--- config.mk ---
export PLATFORM = sky130hd
export DESIGN_NAME = cdma_axil_regs
export DESIGN_NICKNAME = d
export VERILOG_FILES = /design/src/rtl/cdma_pkg.sv /design/src/rtl/cdma_axil_rd_port.sv /design/src/rtl/cdma_axil_regs.sv
export SDC_FILE = /design/constraint.sdc
export NUM_CORES = 1
export LEC_CHECK = 0
export ABC_AREA = 0
export BUFFER_PORTS_ARGS = -buffer_cell sky130_fd_sc_hd__buf_2
export CORE_ASPECT_RATIO = 1.5
export CORE_MARGIN = 2
export CORE_UTILIZATION = 30
export DETAILED_ROUTE_END_ITERATION = 6
export SLEW_MARGIN = 20
export SYNTH_ARGS = -nofsm -noshare
export SYNTH_HDL_FRONTEND = slang
export SYNTH_SLANG_ARGS = --single-unit
--- constraint.sdc ---
create_clock -name clk -period 2.3 [get_ports clk]
set_input_delay 0.345 -clock clk [delete_from_list [all_inputs] [get_ports clk]]
set_output_delay 0.345 -clock clk [all_outputs]
set_load 0.005 [all_outputs]
--- src/rtl/cdma_pkg.sv ---
`default_nettype none
// +----------------------------------------------------------------------+
// | cdma_pkg : register map, AXI response codes and engine state type    |
// | Rev 1.0                                                              |
// +----------------------------------------------------------------------+
package cdma_pkg;

  localparam logic [31:0] REG_CR  = 32'h00;
  localparam logic [31:0] REG_SR  = 32'h04;
  localparam logic [31:0] REG_SA  = 32'h18;
  localparam logic [31:0] REG_DA  = 32'h20;
  localparam logic [31:0] REG_BTT = 32'h28;

  localparam int IOC_IRQ_BIT = 12;
  localparam int IDLE_BIT    = 1;

  localparam logic [1:0] OKAY   = 2'b00;
  localparam logic [1:0] SLVERR = 2'b10;
  localparam logic [1:0] DECERR = 2'b11;

  typedef enum logic [1:0] {
    IDLE  = 2'd0,
    START = 2'd1,
    BUSY  = 2'd2
  } eng_state_e;

  // Shared read/write address check: misalignment outranks decode.
  function automatic logic [1:0] map_resp(input logic [31:0] addr);
    if (addr[1:0] != 2'b00) return SLVERR;
    case (addr)
      REG_CR, REG_SR, REG_SA, REG_DA, REG_BTT: return OKAY;
      default:                                 return DECERR;
    endcase
  endfunction

endpackage
`default_nettype wire

--- src/rtl/cdma_axil_rd_port.sv ---
`default_nettype none
// +----------------------------------------------------------------------+
// | cdma_axil_rd_port : AXI4-Lite read handshake and register read mux   |
// | Rev 1.0                                                              |
// +----------------------------------------------------------------------+
module cdma_axil_rd_port
  import cdma_pkg::*;
#(
  parameter int ADDR_WIDTH = 10,
  parameter int DATA_WIDTH = 32
) (
  input  logic                  clk,
  input  logic                  rst_n,
  input  logic [ADDR_WIDTH-1:0] araddr_i,
  input  logic                  arvalid_i,
  output logic                  arready_o,
  output logic [DATA_WIDTH-1:0] rdata_o,
  output logic [1:0]            rresp_o,
  output logic                  rvalid_o,
  input  logic                  rready_i,
  input  logic [DATA_WIDTH-1:0] cr_i,
  input  logic [DATA_WIDTH-1:0] sr_i,
  input  logic [DATA_WIDTH-1:0] sa_i,
  input  logic [DATA_WIDTH-1:0] da_i,
  input  logic [DATA_WIDTH-1:0] btt_i
);

  logic [31:0]           addr;
  logic                  rvalid_q;
  logic [DATA_WIDTH-1:0] rdata_q, rdata_d;
  logic [1:0]            rresp_q, rresp_d;

  assign addr      = 32'(araddr_i);
  assign arready_o = arvalid_i & ~rvalid_q;

  always_comb begin
    rresp_d = map_resp(addr);
    rdata_d = '0;
    if (rresp_d == OKAY) begin
      case (addr)
        REG_CR:  rdata_d = cr_i;
        REG_SR:  rdata_d = sr_i;
        REG_SA:  rdata_d = sa_i;
        REG_DA:  rdata_d = da_i;
        REG_BTT: rdata_d = btt_i;
        default: rdata_d = '0;
      endcase
    end
  end

  always_ff @(posedge clk or negedge rst_n) begin
    if (!rst_n) begin
      rvalid_q <= 1'b0;
      rdata_q  <= '0;
      rresp_q  <= OKAY;
    end else if (arready_o) begin
      rvalid_q <= 1'b1;
      rdata_q  <= rdata_d;
      rresp_q  <= rresp_d;
    end else if (rready_i) begin
      rvalid_q <= 1'b0;
    end
  end

  assign rvalid_o = rvalid_q;
  assign rdata_o  = rdata_q;
  assign rresp_o  = rresp_q;

endmodule
`default_nettype wire

--- src/rtl/cdma_axil_regs.sv ---
`default_nettype none
// +----------------------------------------------------------------------+
// | cdma_axil_regs : copy-engine register file, launch FSM and interrupt |
// | Rev 1.0                                                              |
// +----------------------------------------------------------------------+
module cdma_axil_regs
  import cdma_pkg::*;
#(
  parameter int ADDR_WIDTH = 10,
  parameter int DATA_WIDTH = 32,
  parameter int BTT_WIDTH  = 26
) (
  input  logic                  clk,
  input  logic                  rst_n,
  input  logic [ADDR_WIDTH-1:0] awaddr,
  input  logic                  awvalid,
  output logic                  awready,
  input  logic [DATA_WIDTH-1:0] wdata,
  input  logic                  wvalid,
  output logic                  wready,
  output logic [1:0]            bresp,
  output logic                  bvalid,
  input  logic                  bready,
  input  logic [ADDR_WIDTH-1:0] araddr,
  input  logic                  arvalid,
  output logic                  arready,
  output logic [DATA_WIDTH-1:0] rdata,
  output logic [1:0]            rresp,
  output logic                  rvalid,
  input  logic                  rready,
  output logic [DATA_WIDTH-1:0] src_addr,
  output logic [DATA_WIDTH-1:0] dst_addr,
  output logic [BTT_WIDTH-1:0]  btt,
  output logic                  xfer_start,
  input  logic                  xfer_done,
  output logic                  idle,
  output logic                  irq
);

  eng_state_e            state_q, state_d;
  logic [DATA_WIDTH-1:0] sa_q, da_q;
  logic [BTT_WIDTH-1:0]  btt_q;
  logic                  ioc_en_q, ioc_q, ioc_d, irq_q;
  logic                  bvalid_q;
  logic [1:0]            bresp_q;

  logic [31:0]           wr_addr;
  logic [BTT_WIDTH-1:0]  wr_btt;
  logic [1:0]            wr_resp;
  logic                  wr_accept, wr_ok, btt_launch, ioc_set, ioc_clr;
  logic [DATA_WIDTH-1:0] cr_val, sr_val;

  assign wr_addr   = 32'(awaddr);
  assign wr_btt    = wdata[BTT_WIDTH-1:0];
  assign wr_accept = awvalid & wvalid & ~bvalid_q;
  assign awready   = wr_accept;
  assign wready    = wr_accept;

  // Transfer parameters are frozen while the engine owns them.
  always_comb begin
    wr_resp = map_resp(wr_addr);
    if (wr_resp == OKAY) begin
      if ((wr_addr == REG_SA || wr_addr == REG_DA || wr_addr == REG_BTT) && state_q != IDLE)
        wr_resp = SLVERR;
      else if (wr_addr == REG_BTT && wr_btt == '0)
        wr_resp = SLVERR;
    end
  end

  assign wr_ok      = wr_accept && (wr_resp == OKAY);
  assign btt_launch = wr_ok && (wr_addr == REG_BTT);
  assign ioc_clr    = wr_ok && (wr_addr == REG_SR) && wdata[IOC_IRQ_BIT];
  assign ioc_set    = (state_q == BUSY) && xfer_done;
  assign ioc_d      = ioc_set | (ioc_q & ~ioc_clr);

  always_comb begin
    state_d    = state_q;
    xfer_start = 1'b0;
    idle       = 1'b0;
    case (state_q)
      IDLE: begin
        idle = 1'b1;
        if (btt_launch) state_d = START;
      end
      START: begin
        xfer_start = 1'b1;
        state_d    = BUSY;
      end
      BUSY:    if (xfer_done) state_d = IDLE;
      default: state_d = IDLE;
    endcase
  end

  always_ff @(posedge clk or negedge rst_n) begin
    if (!rst_n) begin
      state_q  <= IDLE;
      sa_q     <= '0;
      da_q     <= '0;
      btt_q    <= '0;
      ioc_en_q <= 1'b0;
      ioc_q    <= 1'b0;
      irq_q    <= 1'b0;
      bvalid_q <= 1'b0;
      bresp_q  <= OKAY;
    end else begin
      state_q <= state_d;
      ioc_q   <= ioc_d;
      irq_q   <= ioc_q & ioc_en_q;
      if (wr_ok) begin
        case (wr_addr)
          REG_CR:  ioc_en_q <= wdata[IOC_IRQ_BIT];
          REG_SA:  sa_q     <= wdata;
          REG_DA:  da_q     <= wdata;
          REG_BTT: btt_q    <= wr_btt;
          default: ;
        endcase
      end
      if (wr_accept) begin
        bvalid_q <= 1'b1;
        bresp_q  <= wr_resp;
      end else if (bready) begin
        bvalid_q <= 1'b0;
      end
    end
  end

  always_comb begin
    cr_val              = '0;
    cr_val[IOC_IRQ_BIT] = ioc_en_q;
    sr_val              = '0;
    sr_val[IOC_IRQ_BIT] = ioc_q;
    sr_val[IDLE_BIT]    = idle;
  end

  cdma_axil_rd_port #(
    .ADDR_WIDTH (ADDR_WIDTH),
    .DATA_WIDTH (DATA_WIDTH)
  ) u_rd_port (
    .clk       (clk),
    .rst_n     (rst_n),
    .araddr_i  (araddr),
    .arvalid_i (arvalid),
    .arready_o (arready),
    .rdata_o   (rdata),
    .rresp_o   (rresp),
    .rvalid_o  (rvalid),
    .rready_i  (rready),
    .cr_i      (cr_val),
    .sr_i      (sr_val),
    .sa_i      (sa_q),
    .da_i      (da_q),
    .btt_i     (DATA_WIDTH'(btt_q))
  );

  assign bvalid   = bvalid_q;
  assign bresp    = bresp_q;
  assign src_addr = sa_q;
  assign dst_addr = da_q;
  assign btt      = btt_q;
  assign irq      = irq_q;

endmodule
`default_nettype wire

==> reports/qor.csv <==
stage,metric,value,unit
finish,Syn-to-layout area delta,35.4,%
timing,worst slew pin tran,0.662,ns
power_and_ir_drop,Total Power,5.35,mW
clock_network,# resized after CTS,0,
clock_network,CTS Sinks,133,
logic_synthesis,"EDFF count, synth",0,
worst_hold_path,hold_sp,bready,
clock_network,H-tree Lvls,4,
drt,Final ANT Viol Nets,0,
finish,Filler Cells Inserted,1921,
clock_network,Root Driver,clkbuf_16,
timing,Final Max Slew Viols,0,
floorplan,Core Footprint,19600,um^2
drt,initial drt markers,171,
placement,Final HPWL DP,12800,um
setup_path,CP endpoint kind,flop,
setup_path,flop2flop setup slack,0.11,ns
timing,Final min period,2.19,ns
timing,RSZ-0062 raised after global routing,false,
logic_synthesis,"Cell Area, Synth",5950,um^2
setup_path,Worst setup SP type,flop,
timing,Worst Slack Setup Final,0.115,ns
clock_network,TritonCTS buffer count,17,
placement,port bufs,193,
finish,Nets,753,
setup_path,worst reg2reg startpoint,bvalid,
global_routing,vias in the first global route,4820,
logic_synthesis,leading area contributor after synthesis,dfrtp_1,
setup_path,maximum fanout along the worst path,20,
logic_synthesis,distinct cell type count after synthesis,38,
global_routing,met1 Usage GRT,0.196,
logic_synthesis,syn avg cell area,12.5,um^2
floorplan,starting density of the core,0.303,
global_routing,met2 Resource Use GR,0.310,
clock_network,"Clk pin slew, worst setup/hold paths",0.06,ns
power_and_ir_drop,P_leak,4.15,nW
setup_path,kind of critical path,reg -> reg,
global_routing,Total Routing Usage GR,0.175,
drt,# DRC,0,
clock_network,clock buffer depth,2,
timing,Fin Clk Skew,0.0109,ns
placement,Routability Congestion,0.760,
outcome,status,completed,
drt,WL/cell,18.6,um
drt,Pre-Repair DR Iteration Count,5,
floorplan,row count,63,
power_and_ir_drop,pwr dens,664,nW/um^2
flow_run,Max-cap violations,0,
timing,Max Fclk,0.458,GHz
timing,Fin. Hold Viols,0,
floorplan,Die Width,119,um
power_and_ir_drop,maximum vdd drop,0.353,mV
timing,Setup TNS,0,ns
finish,fraction of layout cells with a size suffix above 1,0.510,
logic_synthesis,post-synth top area share,0.559,
global_routing,first-pass GRT wire length,27600,um
clock_network,"Clk Latency, worst-skew pair",0.42,ns
logic_synthesis,Post-Syn Nets,535,
timing,final setup vio count,0,
floorplan,Die Area,21000,um^2
drt,via count,4694,
logic_synthesis,ys flop type,dfrtp_1,
placement,pre-CTS setup slack,-0.152,ns
setup_path,critical path arrival,2.48,ns
logic_synthesis,"FF+latch count, synth",133,
global_routing,largest net degree at the start of global routing,54,
logic_synthesis,Synth area leaders,"dfrtp_1, mux2_4, mux2_2",
global_routing,met3 Resource Use GR,0.0517,
logic_synthesis,asr flop ratio synth,1.00,
drt,Via density,4.85,
finish,Finished Layout Cells,968,
drt,Post-Route WL,18000,um
setup_path,crit path launch,bvalid,
timing,worst rel slew slack,0.557,
setup_path,Critical Path RT,2.60,ns
global_routing,total congestion overflow,0,
global_routing,layer with the highest usage,met2,
timing,fin crit share,0.950,
floorplan,Die H,177,um
floorplan,I/O pins,194,
logic_synthesis,Gate Count Post-Synth,475,
logic_synthesis,yosys warns,0,
worst_hold_path,Hold Crit Class,in -> reg,
placement,DP Cell Count,933,
logic_synthesis,"Seq/Total Area, Yosys",0.559,
clock_network,CTS tree,built,
global_routing,initial antenna violation count,4,
timing,hold_ws,0.118,ns
-- cells in the mapped netlist, types with 2 or more instances --
master	count
a21oi_1	27
buf_4	4
nor4_1	8
nor2_1	31
nand2_1	38
mux2_4	49
nor2b_1	4
nor4_2	2
dfrtp_1	133
nor3_4	2
nand4_1	2
mux2_2	41
clkbuf_1	16
o21ai_0	38
nand3b_1	5
or2_2	2
inv_1	7
nor3b_1	2
nor3_1	5
nor4b_2	2
a22o_1	2
nand3_1	3
a22oi_1	32
buf_6	6
-- cells by family (layout without fill, tap and decap cells) --
| group | Yosys count | count (layout) | share of synthesized area |
|---|---|---|---|
| DFF | 133 | 133 | 0.559 |
| muxes | 92 | 92 | 0.205 |
| AOI/OAI and AO/OA | 105 | 105 | 0.106 |
| other | 0 | 2 | 0 |
| and+or+nand+nor | 112 | 112 | 0.0990 |
| buffers and inverters | 33 | 264 | 0.0309 |
-- where the power goes --
part           switching [mW]  leakage (nW)  internal, mW  total (mW)
Clock                    1.04         0.285          1.68        2.72
Combinational           0.174          2.02        0.0943       0.269
Sequential            0.00789          1.84          2.35        2.36
Total                    1.22          4.15          4.13        5.35
-- stage by stage --
stage	cell area (um^2)	utilization
final	8060	0.411
after global routing	8060	0.410
after CTS	8050	0.410
after detailed placement	7450	0.379
after global placement	7450	0.379
after floorplan	5950	-
-- critical path, cell delays in order, from the launching register on --
cell and delay (ns):
dfrtp_1 0.39, nand3b_1 0.25, nor3_1 0.23, nand2_1 0.11, or3_2 0.57, buf_12 0.21
mux2_4 0.30
-- final timing paths --
check | to | depth (start not counted)
hold / removal | bvalid | 2
hold reg to reg | u_rd_port.rdata_o[26] | 2
setup / recovery | src_addr[6] | 6
min in group asynchronous | u_rd_port.rdata_o[8] | 2
max in group asynchronous | btt[24] | 3
setup reg to reg | src_addr[6] | 6
-- layer usage --
metal,part of all wire,up-vias
met5,0.0012,-
met4,0.023,4
met3,0.054,25
met2,0.53,149
met1,0.39,2358
li1,-,2158
-- state kept, by name, indices dropped and copies added (netlist names) --
signal and count:
bresp 2, irq 1, btt 26, dst_addr 32, ioc_en_q 1, bvalid 1
u_rd_port.rresp_o 2, u_rd_port.rvalid_o 1, src_addr 32, ioc_q 1, u_rd_port.rdata_o 32, state_q 2
-- layout make-up --
type                    count  area [um^2]  area share
clock buffers              21          470      0.0584
well taps                 260          325      0.0404
clock inverters            11          124      0.0154
inverters                   7         26.3     0.00326
repair buffers            225         1300       0.162
multi-input cells         309         2480       0.307
flip-flops and latches    133         3330       0.413
diodes                      2         5.00    0.000621
-- cells in the final DEF (no fill, tap or decap), drive strengths merged, types with 2 or more instances in the layout --
| cell | count |
|---|---|
| nand3 | 3 |
| nand2 | 38 |
| clkinvlp | 3 |
| a21oi | 27 |
| nand3b | 5 |
| clkinv | 5 |
| nor2b | 4 |
| a22o | 2 |
| nor4b | 2 |
| buf | 224 |
| clkbuf | 21 |
| mux2 | 91 |
| nor3b | 2 |
| or2 | 2 |
| nor2 | 31 |
| inv | 8 |
| o21ai | 39 |
| diode | 2 |
| a22oi | 32 |
| dfrtp | 133 |
| bufinv | 2 |
| nor4 | 10 |
| nand4 | 2 |
| nor3 | 7 |
-- what timing repair did --
| action | CTS | global route |
|---|---|---|
| hold buffers | 1 | 0 |
| endpoints found under the hold margin | 33 | 0 |
| setup endpoints to repair | 0 | 0 |
| setup buffers | 0 | 0 |
(Power assumes the default switching activity.)
